===== src/rtl/bram_mat_ctrl.sv =====
// -----------------------------------------------------------------------------
// bram_mat_ctrl
//   Sequencer between a single-port BRAM and a ROWS x COLS systolic array.
//   One job is four phases:
//     1. ROWS weight lines are loaded from addresses 0..ROWS-1.
//     2. ROWS+COLS-1 input lines are streamed from ROWS..2*ROWS+COLS-2.
//     3. ROWS result lines are captured from the array.
//     4. The result lines are written back to OUT_BASE..OUT_BASE+ROWS-1.
//   The BRAM returns read data one cycle after the address, so w_valid and
//   in_valid are registered copies of the issuing phase. The data itself is
//   taken directly from mem_dout.
//
// Ports
//   clk, rst_n           clock, asynchronous active-low reset
//   start                one-cycle pulse; honoured only in IDLE
//   busy, done           job in progress / one-cycle completion pulse
//   mem_addr, mem_we,    BRAM master port (read latency 1)
//   mem_di, mem_dout
//   w_valid, w_row,      weight-line load toward the array
//   w_data
//   in_valid, in_data    staggered input-line stream toward the array
//   res_valid, res_data  result lines from the array
//   cyc_cnt              busy-cycle counter; present only when the macro
//                        BRAM_MAT_CTRL_CYC_CNT_EN is defined
// -----------------------------------------------------------------------------
module bram_mat_ctrl #(
    parameter int ROWS      = 4,
    parameter int COLS      = 4,
    parameter int WORD_SIZE = 32,
    parameter int OUT_BASE  = 2 * ROWS + COLS - 1
) (
    input  logic                          clk,
    input  logic                          rst_n,
    input  logic                          start,
    output logic                          busy,
    output logic                          done,
    output logic [31:0]                   mem_addr,
    output logic                          mem_we,
    output logic [COLS*WORD_SIZE-1:0]     mem_di,
    input  logic [COLS*WORD_SIZE-1:0]     mem_dout,
    output logic                          w_valid,
    output logic [$clog2(ROWS)-1:0]       w_row,
    output logic [COLS*WORD_SIZE-1:0]     w_data,
    output logic                          in_valid,
    output logic [COLS*WORD_SIZE-1:0]     in_data,
    input  logic                          res_valid,
    input  logic [COLS*WORD_SIZE-1:0]     res_data
`ifdef BRAM_MAT_CTRL_CYC_CNT_EN
    ,
    output logic [31:0]                   cyc_cnt
`endif
);

    localparam int LW = COLS * WORD_SIZE;
    localparam int RW = $clog2(ROWS);
    localparam int IW = $clog2(2 * ROWS + COLS);   // covers every phase index
    localparam int CW = $clog2(ROWS + 1);          // capture count 0..ROWS

    typedef enum logic [2:0] {
        IDLE,
        LOAD_W,
        STREAM,
        COLLECT,
        WRITE,
        DONE
    } state_t;

    state_t          state, state_next;
    logic [IW-1:0]   idx, idx_next;
    logic [CW-1:0]   cap_cnt;
    logic            start_accept;
    logic            capture;
    logic            full_now;
    logic [LW-1:0]   res_buf [ROWS];

    // A beat is kept only while the array is producing results and the
    // buffer still has room; anything else is silently dropped.
    assign capture  = res_valid && (state == STREAM || state == COLLECT)
                      && (cap_cnt < CW'(ROWS));
    // Buffer is full at the end of this cycle, counting a beat arriving now.
    assign full_now = (cap_cnt == CW'(ROWS))
                      || (capture && cap_cnt == CW'(ROWS - 1));

    // Read data is passed straight through; the valids mark which is which.
    assign w_data  = mem_dout;
    assign in_data = mem_dout;

    // NOTE: sequential state uses non-blocking assignments so every register
    // samples pre-edge values regardless of statement order.
    always_ff @(posedge clk or negedge rst_n) begin
        if (!rst_n) begin
            state    <= IDLE;
            idx      <= '0;
            cap_cnt  <= '0;
            w_valid  <= 1'b0;
            w_row    <= '0;
            in_valid <= 1'b0;
        end else begin
            state    <= state_next;
            idx      <= idx_next;
            // Address issued this cycle returns data next cycle.
            w_valid  <= (state == LOAD_W);
            in_valid <= (state == STREAM);
            if (state == LOAD_W) begin
                w_row <= idx[RW-1:0];
            end
            if (start_accept) begin
                cap_cnt <= '0;
            end else if (capture) begin
                cap_cnt <= cap_cnt + CW'(1);
            end
        end
    end

    // NOTE: the result buffer is storage, not control state, so it has no
    // reset; its contents are only read after ROWS fresh beats are captured.
    always_ff @(posedge clk) begin
        if (capture) begin
            res_buf[cap_cnt[RW-1:0]] <= res_data;
        end
    end

    // NOTE: every signal driven here gets a default first, so no path through
    // the case statement can leave it unassigned and infer a latch.
    always_comb begin
        state_next   = state;
        idx_next     = idx;
        start_accept = 1'b0;
        case (state)
            IDLE: begin
                if (start) begin
                    state_next   = LOAD_W;
                    idx_next     = '0;
                    start_accept = 1'b1;
                end
            end
            LOAD_W: begin
                // Falls straight into STREAM so the last weight line and the
                // first input line are back to back.
                if (idx == IW'(ROWS - 1)) begin
                    state_next = STREAM;
                    idx_next   = '0;
                end else begin
                    idx_next = idx + IW'(1);
                end
            end
            STREAM: begin
                if (idx == IW'(ROWS + COLS - 2)) begin
                    idx_next   = '0;
                    state_next = full_now ? WRITE : COLLECT;
                end else begin
                    idx_next = idx + IW'(1);
                end
            end
            COLLECT: begin
                if (full_now) begin
                    state_next = WRITE;
                end
            end
            WRITE: begin
                if (idx == IW'(ROWS - 1)) begin
                    state_next = DONE;
                    idx_next   = '0;
                end else begin
                    idx_next = idx + IW'(1);
                end
            end
            DONE: begin
                state_next = IDLE;
            end
            default: begin
                state_next = IDLE;
                idx_next   = '0;
            end
        endcase
    end

    // Outputs decoded from state; busy is already low in the DONE cycle.
    always_comb begin
        busy     = 1'b0;
        done     = 1'b0;
        mem_we   = 1'b0;
        mem_addr = '0;
        mem_di   = '0;
        case (state)
            LOAD_W: begin
                busy     = 1'b1;
                mem_addr = 32'(idx);
            end
            STREAM: begin
                busy     = 1'b1;
                mem_addr = 32'(ROWS) + 32'(idx);
            end
            COLLECT: begin
                busy = 1'b1;
            end
            WRITE: begin
                busy     = 1'b1;
                mem_we   = 1'b1;
                mem_addr = 32'(OUT_BASE) + 32'(idx);
                mem_di   = res_buf[idx[RW-1:0]];
            end
            DONE: begin
                done = 1'b1;
            end
            default: begin
                busy = 1'b0;
            end
        endcase
    end

`ifdef BRAM_MAT_CTRL_CYC_CNT_EN
    // Counts busy cycles of the current job and holds afterwards.
    always_ff @(posedge clk or negedge rst_n) begin
        if (!rst_n) begin
            cyc_cnt <= '0;
        end else if (start_accept) begin
            cyc_cnt <= '0;
        end else if (busy) begin
            cyc_cnt <= cyc_cnt + 32'd1;
        end
    end
`endif

endmodule

===== config.mk =====
export PLATFORM = sky130hd
export DESIGN_NAME = bram_mat_ctrl
export DESIGN_NICKNAME = d
export VERILOG_FILES = /design/src/rtl/bram_mat_ctrl.sv
export SDC_FILE = /design/constraint.sdc
export NUM_CORES = 1
export LEC_CHECK = 0
export CAP_MARGIN = 5
export CORE_ASPECT_RATIO = 0.7
export CORE_MARGIN = 3
export CORE_UTILIZATION = 30
export CTS_CLUSTER_SIZE = 16
export DETAILED_ROUTE_END_ITERATION = 7
export SYNTH_ARGS = -nofsm -noshare
export SYNTH_HDL_FRONTEND = slang
export SYNTH_SLANG_ARGS = --single-unit

===== constraint.sdc =====
create_clock -name clk -period 4.4 [get_ports clk]
set_input_delay 0.88 -clock clk [delete_from_list [all_inputs] [get_ports clk]]
set_output_delay 0.88 -clock clk [all_outputs]
set_load 0.01 [all_outputs]

==> results.md, run 1 <==
* Hold crit path type: register to register
* VDD IR max at 0.274 mV
* Lkg Pwr at slightly below 9 nW
* Worst EP required at roughly 3.5 ns
* Avg Inst Size Synth at around 18 um2
* Fin crit period at about 4 ns
* Final Hold Viols at 0
* CP startpoint kind: register
* ANT nets after route at 0
* N_diodes at 0
* Final Hold Slack at 0.522 ns
* CTS root buffer: clkbuf_16
* Initial antenna violation count at 12
* Post-CTS Resized at 0
* Largest net degree at the start of global routing at 103
* Total Routing Usage GR at between 15 and 20%
* Syn. warnings at 0
* Vias in the first global route at ~11k
* Post-Synthesis Cell Area at 0.0225 mm2
* Final Cycle Share at between 90% and 100%
* Clock Tree Buf Depth at 3
* CTS clk-pin slew, worst paths at 0.06 ns
* Setup violators final at 0
* Initial Utilization at 30.5%
* Final #Nets at 1530
* I/O Pins at 683
* Drt via density at 4.79
* DIE AREA at just under 0.08 mm2
* Layout cells sized above 1 at 19.4%
* Headroom to the max-slew limit at between 40% and 50%
* Worst path arrival time at 3.20 ns
* CTS tree: done
* Global-route wire length before repair at 95.6 mm
* Hold Buf Count CTS at 0
* Sequential fraction of the synthesis area at 69.9%
* DRC at 0
* Filler cell count at 6819
* Clk Latency, worst-skew pair at a little over 0.6 ns
* I/O Buffers at roughly 270
* Router iterations before antenna repair at 5
* Crit path max fanout at 85
* Initial DRC count at 670
* Number of setup buffers added after CTS at 0
* Wire per inst at 30.8 um
* Worst setup path class: register to output port
* Worst Skew at between 0.02 and 0.025 ns
* Power Dens Cells at 548 mW/mm2
* H-tree depth at 2
* CTS buffer count at 52
* Final WL at 70.1 mm
* Site Rows at 83
* Routed via count at 10.9k
* Synth Register Bits at 526
* Worst setup EP type: output port
* CORE AREA at 0.0738 mm2
* Sink Count at 526
* Syn Inst Count at 1222
* Setup TNS at 0 ns
* DP HPWL at about 50 mm
* Unrepaired setup endpoints after global routing: false
* Gr ovfl total at 0
* Max_cap viols at 0
* Max Slew Vio Count at 0
* Yosys cell types at 35
* Fmax at 245 MHz
* Worst slew pin tran at 0.809 ns
* Die W at 333 um
* Status: completed
* Placer Congestion at 0.798
* Syn-to-layout area delta at 17.4%
* Die extent in y at about 240 um
## critical path, stage by stage, from the launching register on
cell             delay (ns)
dfrtp_4                0.81
buf_12                 0.35
nand2_1                0.21
o21ai_0                0.26
clkdlybuf4s50_1        0.68
## cell type report
| type | instances | area (um2) | area share [%] |
|---|---|---|---|
| timing repair buffer | 302 | 3120 | 11.8 |
| clock inverter | 39 | 562 | 2.13 |
| inverter | 12 | 45.0 | 0.171 |
| clock buffer | 59 | 1330 | 5.03 |
| sequential | 526 | 15700 | 59.6 |
| multi-input combinational | 365 | 4400 | 16.6 |
| tap | 977 | 1220 | 4.63 |
## kinds of logic after synthesis
family,Yosys count,share of synthesized area (%)
XOR/XNOR,7,0.273
flip-flops,526,69.9
AND/OR/NAND/NOR,160,4.31
other,1,0.0167
AO/OA/AOI/OAI,29,0.823
multiplexers,131,13.0
adder cells (fa/ha/maj),11,0.612
buffers and inverters,357,11.1
## layout by cell type, fill, tap and decap left out, types with 4 or more instances in the layout
cell             netlist  layout
edfxtp_1             512     512
clkdlybuf4s50_1        0     271
and3_1               133     129
mux4_2               128     128
clkbuf_16              0      52
conb_1                 1      27
buf_4                284      17
buf_12                 0      14
bufinv_16              0      13
inv_1                 12      12
ha_1                  11      11
dfrtp_1               14      11
clkinv_2               0      10
nand2_1                9       9
o21ai_0                9       9
a21oi_1                8       8
clkinv_1               0       8
clkbuf_1              35       7
xnor2_1                6       6
nor2_1                 5       5
clkinv_4               0       5
a22oi_1                4       4
and3_4                 0       4
## registers in the layout (all words and copies together), names as in the netlist
name      cells
in_valid      1
w_row         2
w_valid       1
state         3
res_buf     512
idx           4
cap_cnt       3
## per-layer routing
metal / global-route usage (%) / vias up / part of all wire [%]
met5: 2.86 / - / 0.53
met4: 8.74 / 16 / 5.7
met3: 9.14 / 121 / 12
met2: 28.2 / 692 / 48
met1: 18.6 / 5564 / 34
li1: - / 4525 / -
## synthesized netlist by cell type, drive strengths merged
cell type / n / area share, %
buf: 310 / 10
o32ai: 1 / 0.039
clkbuf: 35 / 0.58
edfxtp: 512 / 68
o31ai: 1 / 0.033
a32o: 1 / 0.044
xor2: 1 / 0.039
nor3: 2 / 0.044
inv: 12 / 0.20
mux2i: 1 / 0.044
conb: 1 / 0.017
xnor2: 6 / 0.23
a21oi: 8 / 0.18
a2bb2oi: 1 / 0.039
mux4: 128 / 13
nor3b: 2 / 0.089
o2bb2ai: 1 / 0.039
nor2: 6 / 0.11
a22o: 3 / 0.12
and2: 1 / 0.028
ha: 11 / 0.61
or3: 1 / 0.028
mux2: 2 / 0.10
a22oi: 4 / 0.13
dfrtp: 14 / 1.6
nand3: 1 / 0.022
nand2b: 2 / 0.056
nor2b: 3 / 0.083
o21ai: 9 / 0.20
nand2: 9 / 0.15
and3: 133 / 3.7
## path summary, 6_finish.rpt
| path | startpoint | end | slack (ns) | cells after the start |
|---|---|---|---|---|
| min in group asynchronous | rst_n | cap_cnt[0] | 0.75 | 1 |
| hold / removal | w_row[1] | w_row[1] | 0.52 | 1 |
| hold reg to reg | w_row[1] | w_row[1] | 0.52 | 1 |
| max in group asynchronous | rst_n | idx[0] | 3.05 | 1 |
| setup / recovery | state[2] | mem_addr[4] | 0.32 | 4 |
| setup reg to reg | state[2] | res_buf[0][57] | 1.50 | 3 |
## stage by stage
stage	instances	instance area (um2)	power, mW	util (%)	setup WS [ns]
detailed placement	2182	24500	9.79	33.2	0.950
finish	2280	26400	14.5	35.8	0.322
global route	2280	26400	15.1	35.8	0.0975
CTS	2280	26400	14.7	35.8	0.271
floorplan	1248	22600	8.80	-	1.17
global placement	2182	24500	9.74	33.2	0.960
## where the power goes
group	internal (mW)	switching, mW	total, mW
clock network	2.95	1.94	4.89
logic	1.62	1.64	3.26
registers	6.03	0.298	6.33
Power figures use the tool's default switching activity.
==> inputs of run 2 (changes only) <==
--- a/config.mk
+++ b/config.mk
@@ -5,6 +5,7 @@
 export SDC_FILE = /design/constraint.sdc
 export NUM_CORES = 1
 export LEC_CHECK = 0
+export ABC_AREA = 1
 export CAP_MARGIN = 5
 export CORE_ASPECT_RATIO = 0.7
 export CORE_MARGIN = 3
==> run 2 against run 1 <==
  * Via count increased by 26%
  * Largest power group unchanged
  * Critical endpoint is now mem_di[25]
  * Setup slack improved by 0.030 ns
  * Wire length increased by 1.0%
  * Utilization decreased by 0.16 points
==> results.md, run 2 <==
* Status: completed
* DRC at 0
* Fmax at 247 MHz
* Worst slew pin tran at 0.823 ns
* VDD IR max at 0.444 mV
* Setup violators final at 0
* Share of the synthesized area in the top cell type at 67.3%
* Yosys cell types at 27
* Routed via count at 13.8k
* Worst path most repeated cell: nor2_1
* Yosys top cell by area: edfxtp_1
* CORE AREA at 0.0744 mm2
* CTS buffer count at 52
* I/O Buffers at 271
* Final #Nets at 2201
* Most frequent cell after synthesis: nor2_1
* Crit path max fanout at 60
* Commonest cells post-synth: nor2_1 (523), edfxtp_1 (512), buf_4 (284)
* Worst Skew at 0.0109 ns
* CTS root buffer: clkbuf_16
* Lkg Pwr at around 8.7 nW
* Max Slew Vio Count at 0
* DP Worst Slack at 0.951 ns
* Placer Congestion at 0.823
* Crit path launch: idx[0]
* Hold Buf Count CTS at 0
* Initial DRC count at 1089
* Drt via density at around 4.7
* Number of cells on the critical path at 6
* Final Util at 35.6%
* Slowest CP cell: dfrtp_4
* Area contributors post-synth: edfxtp_1 (67%), buf_4 (9.3%), nor2_1 (8.6%)
* Ys async rst share at 2.66%
* Gr ovfl total at 0
* CP top delay family: buffers and inverters
* Reg2Reg Setup Slack at 1.95 ns
* Post-CTS Resized at 0
* Post-DP Area at 0.0248 mm2
* Initial antenna violation count at 15
* Sequential Area at 0.0157 mm2
* Router iterations before antenna repair at 5
* Site Rows at between 80 and 90
* Ys flop type: edfxtp_1
* Commonest non-fill, non-tap cell in the layout: nor2_1
* Hold_sp: w_row[0]
* Post-Layout Cell Count at approximately 3.0k
* Total Routing Usage GR at 17.1%
* RR Endpoint: res_buf[1][10]
* Filler cell count at ~7.1k
* Synth Register Bits at 526
* Syn Inst Count at roughly 1.9k
* DIE AREA at 0.0795 mm2
* Worst path cell trace: buf_4, nor2_1, nor2_1, o21ai_0, a21oi_1, clkdlybuf4s50_1
* Fin crit period at approximately 4 ns
* Sequential fraction of the synthesis area at 68.8%
* Post-route cell area at ~0.026 mm2
* Largest net degree at the start of global routing at 143
* Max_cap viols at 0
* Number of setup buffers added after CTS at 0
* Final Hold Slack at between 0.4 and 0.5 ns
* Unrepaired setup endpoints after global routing: false
* Syn. warnings at 0
* Final Cycle Share at 92.0%
* Global-route wire length before repair at between 90 and 100 mm
* Slowest stage delay, CP at approximately 0.65 ns
* Pwr Total at 14.6 mW
* Clk Latency, worst-skew pair at 0.60 ns
* Setup TNS at 0 ns
* Commonest non-fill, non-tap cells in the layout: nor2_1 (519), edfxtp_1 (512), clkdlybuf4s50_1 (271), o21ai_0 (245), a21oi_1 (129)
* H-tree depth at 2
* DP HPWL at roughly 48 mm
* Die extent in y at 237 um
* Power Dens Cells at 551 mW/mm2
* Sink Count at 526
* Setup slack after layout at 0.352 ns
* CP Buf/Inv Count at 2
* Hold crit path type: register to register
* CP startpoint kind: register
* Worst Reg-to-Reg Cells at 4
* Avg Inst Size Synth at around 12 um2
* EDFF count, synth at 512
* Layout cells sized above 1 at 6.44%
* Syn-to-layout area delta at 15.9%
* I/O Pins at 683
* Headroom to the max-slew limit at 44.6%
* Final WL at 70.8 mm
* Initial Utilization at a little under a third
* Worst setup path class: register to output port
* Worst setup EP type: output port
* Wire per inst at 24.0 um
* Clock Tree Buf Depth at 3
* Post-Synthesis Cell Area at roughly 0.023 mm2
* CTS clk-pin slew, worst paths at 0.06 ns
* ANT nets after route at 0
* Final Hold Viols at 0
* Reg2Reg Launch Point: state[2]
* CTS tree: done
* Worst path arrival time at 3.17 ns
* Worst EP required at ~3.5 ns
* Max reg flops at about 500
* Placed insts at 2853
* Multi-input gate area at around 0.0046 mm2
* Vias in the first global route at ~13k
* Crit path to: mem_di[25]
* Die W at approximately 340 um
run 2: changes by cell type after synthesis, moves of 34 or more:
cell     before  now
nor2_1        5  523
o21ai_0       9  245
a21oi_1       8  129
buf_2        16   50
mux4_2      128    0
and3_1      133    0
run 2: logic make-up after synthesis:
kind of cell    after synthesis  share of synthesized area (%)
simple gates                581                           9.85
buf+inv                     404                           11.7
flops                       526                           68.8
xor+xnor                      3                          0.115
other cells                   1                         0.0164
compound gates              402                           8.85
fa+ha+maj                    11                          0.603
run 2: worst reg2reg max path: stages (launching register included):
cell     delay [ns]
dfrtp_1        0.52
nor2_1         0.24
nand2_1        0.30
nor2_4         0.66
buf_12         0.31
run 2: metal layers:
layer	GRT usage, %	share of wire (%)	vias up
met3	11.7	16	98
li1	-	-	6388
met1	18.3	35	6499
met2	27.9	47	771
met5	1.03	0.21	-
met4	3.51	1.9	12
run 2: layout make-up:
type	instances	share of cell area, %
multi-input cells	1024	17.3
repair buffers	306	12.0
flip-flops and latches	526	59.4
clock buffers	67	5.21
diodes	5	0.0473
clock inverters	30	1.06
inverters	20	0.312
well taps	977	4.62
run 2: worst min path at each step:
| stage | to | slack [ns] | cells past startpoint |
|---|---|---|---|
| 3_5_place_dp | w_row[0] | 0.48 | 2 |
| 5_1_grt | w_row[0] | 0.55 | 2 |
| 6_report | w_row[0] | 0.50 | 2 |
| 3_3_place_gp | w_row[0] | 0.47 | 2 |
| 2_1_floorplan | w_row[0] | 0.52 | 2 |
| 4_1_cts | w_row[0] | 0.50 | 2 |
run 2: report_power, final:
| group | total (mW) | internal [mW] | switching [mW] |
|---|---|---|---|
| combinational | 3.90 | 1.31 | 2.58 |
| clock | 4.36 | 2.46 | 1.90 |
| sequential | 6.33 | 6.13 | 0.199 |
==> inputs of run 3 (changes only) <==
--- a/config.mk
+++ b/config.mk
@@ -7,11 +7,16 @@
 export LEC_CHECK = 0
 export ABC_AREA = 1
 export CAP_MARGIN = 5
+export CELL_PAD_IN_SITES_DETAIL_PLACEMENT = 0
+export CELL_PAD_IN_SITES_GLOBAL_PLACEMENT = 2
 export CORE_ASPECT_RATIO = 0.7
 export CORE_MARGIN = 3
-export CORE_UTILIZATION = 30
+export CORE_UTILIZATION = 27
+export CTS_BUF_LIST = sky130_fd_sc_hd__clkbuf_4 sky130_fd_sc_hd__clkbuf_8 sky130_fd_sc_hd__clkbuf_16
 export CTS_CLUSTER_SIZE = 16
 export DETAILED_ROUTE_END_ITERATION = 7
+export PLACE_DENSITY_LB_ADDON = 0.1
+export SKIP_LAST_GASP = 1
 export SYNTH_ARGS = -nofsm -noshare
 export SYNTH_HDL_FRONTEND = slang
 export SYNTH_SLANG_ARGS = --single-unit
==> run 3 against run 2 <==
  * Utilization decreased by 3.4 points
  * Clock power increased by 11%
  * First-iteration DRC count decreased by 37%
  * Die area increased by 11%
==> results.md, run 3 (synthesis results as in run 2) <==
* Max_cap viols at 0
* Power Dens Cells at 566 mW/mm2
* Unrepaired setup endpoints after global routing: false
* DP Worst Slack at 0.778 ns
* DRC at 0
* Met1 WL at around 28 mm
* Global-route wire length before repair at 91.3 mm
* Crit path max fanout at 44
* Setup slack after layout at 0.270 ns
* I/O Buffers at ~270
* Fin crit period at around 4.1 ns
* Wire per inst at between 20 and 25 um
* Setup violators final at 0
* Filler cell count at 8291
* Clock Tree Buf Depth at 3
* Max Slew Vio Count at 0
* Met3 wire len at between 4 and 5 mm
* Multi-input gate area at about 0.0046 mm2
* Pwr Total at 15.2 mW
* Lkg Pwr at roughly 9 nW
* Final Cycle Share at 93.9%
* Site Rows at 88
* Commonest non-fill, non-tap cell in the layout: nor2_1
* Max reg flops at 512
* Worst Skew at 0.0214 ns
* Number of setup buffers added after CTS at 0
* CP startpoint kind: register
* I/O Pins at 683
* Hold crit path type: register to register
* Drt via density at 4.34
* Final #Nets at 2198
* CTS buffer count at 57
* Worst setup EP type: output port
* Sink Count at between 500 and 600
* Total Routing Usage GR at 13.7%
* CTS clk-pin slew, worst paths at 0.06 ns
* Die extent in y at around 250 um
* Syn-to-layout area delta at 17.4%
* Worst slew pin tran at 0.835 ns
* Met2 WL at ~28 mm
* Post-route cell area at 0.0268 mm2
* Post-DP Area at 0.0249 mm2
* Clk Latency, worst-skew pair at 0.62 ns
* Initial DRC count at 683
* Headroom to the max-slew limit at 44.3%
* Fmax at 242 MHz
* Routed via count at between 10k and 15k
* Worst path arrival time at 3.25 ns
* VDD IR max at 0.319 mV
* Final Hold Slack at 0.523 ns
* ANT nets after route at 0
* Worst EP required at 3.52 ns
* Layout cells sized above 1 at under 10%
* Final WL at just over 60 mm
* CORE AREA at between 0.08 and 0.09 mm2
* H-tree depth at 2
* Initial antenna violation count at 9
* Status: completed
* Post-CTS Resized at 0
* Setup TNS at 0 ns
* Vias in the first global route at between 10k and 15k
* CTS tree: done
* DIE AREA at 0.0882 mm2
* Sequential Area at 0.0157 mm2
* Commonest non-fill, non-tap cells in the layout: nor2_1 (519), edfxtp_1 (512), clkdlybuf4s50_1 (271), o21ai_0 (245), a21oi_1 (129)
* DP HPWL at 33.6 mm
* Top sig layer: met5
* Largest net degree at the start of global routing at approximately 140
* Gr ovfl total at 0
* Hold Buf Count CTS at 0
* Placer Congestion at 0.697
* Worst setup path class: register to output port
* Die W at 354 um
* CTS root buffer: clkbuf_16
* Final Hold Viols at 0
* Router iterations before antenna repair at 5
* Initial Utilization at 27.5%
-- run 3: changes by cell type in the layout (fill, tap and decap cells not counted), moves of 3 or more --
cell	before	now
clkinv_2	4	9
diode_2	5	2
clkbuf_4	0	18
clkinvlp_4	7	2
clkbuf_16	53	59
buf_4	18	10
clkbuf_1	14	0
-- run 3: worst paths after layout --
kind                          start              to  slack (ns)  cells past startpoint
max reg2reg                state[2]  res_buf[0][84]        1.89                      4
max                          idx[0]     mem_di[115]        0.27                      5
min in group asynchronous     rst_n        w_row[0]        0.74                      1
min                        w_row[0]        w_row[0]        0.52                      2
max in group asynchronous     rst_n          idx[1]        3.06                      1
min reg2reg                w_row[0]        w_row[0]        0.52                      2
-- run 3: through the flow --
stage | std cells | util (%)
2_1_floorplan | 1954 | -
3_3_place_gp | 2993 | 30.0
3_5_place_dp | 2993 | 30.0
4_1_cts | 3100 | 32.2
5_1_grt | 3100 | 32.3
6_report | 3102 | 32.3
-- run 3: worst max-delay path, stage by stage (launching register included) --
cell,delay (ns)
dfrtp_4,0.73
inv_6,0.39
buf_4,0.46
o21ai_0,0.15
a21oi_1,0.27
clkdlybuf4s50_1,0.60
-- run 3: final cells by class --
cell class	instances	area share [%]
inverters	20	0.308
diodes	2	0.0187
clock buffers	78	6.06
clock inverters	29	0.984
flip-flops and latches	526	58.7
well taps	1125	5.25
multi-input cells	1024	17.1
repair buffers	298	11.6
-- run 3: report_power, final --
| part | switching (mW) | internal [mW] | leakage (nW) |
|---|---|---|---|
| sequential | 0.228 | 6.13 | 4.81 |
| clock | 1.97 | 2.87 | 0.947 |
| combinational | 2.67 | 1.30 | 3.07 |
| total | 4.87 | 10.3 | 8.84 |
-- run 3: per-layer routing --
metal	up-vias	GRT usage [%]
met5	-	0
met4	14	2.96
met3	91	4.64
met2	375	21.6
met1	6591	18.2
li1	6380	-
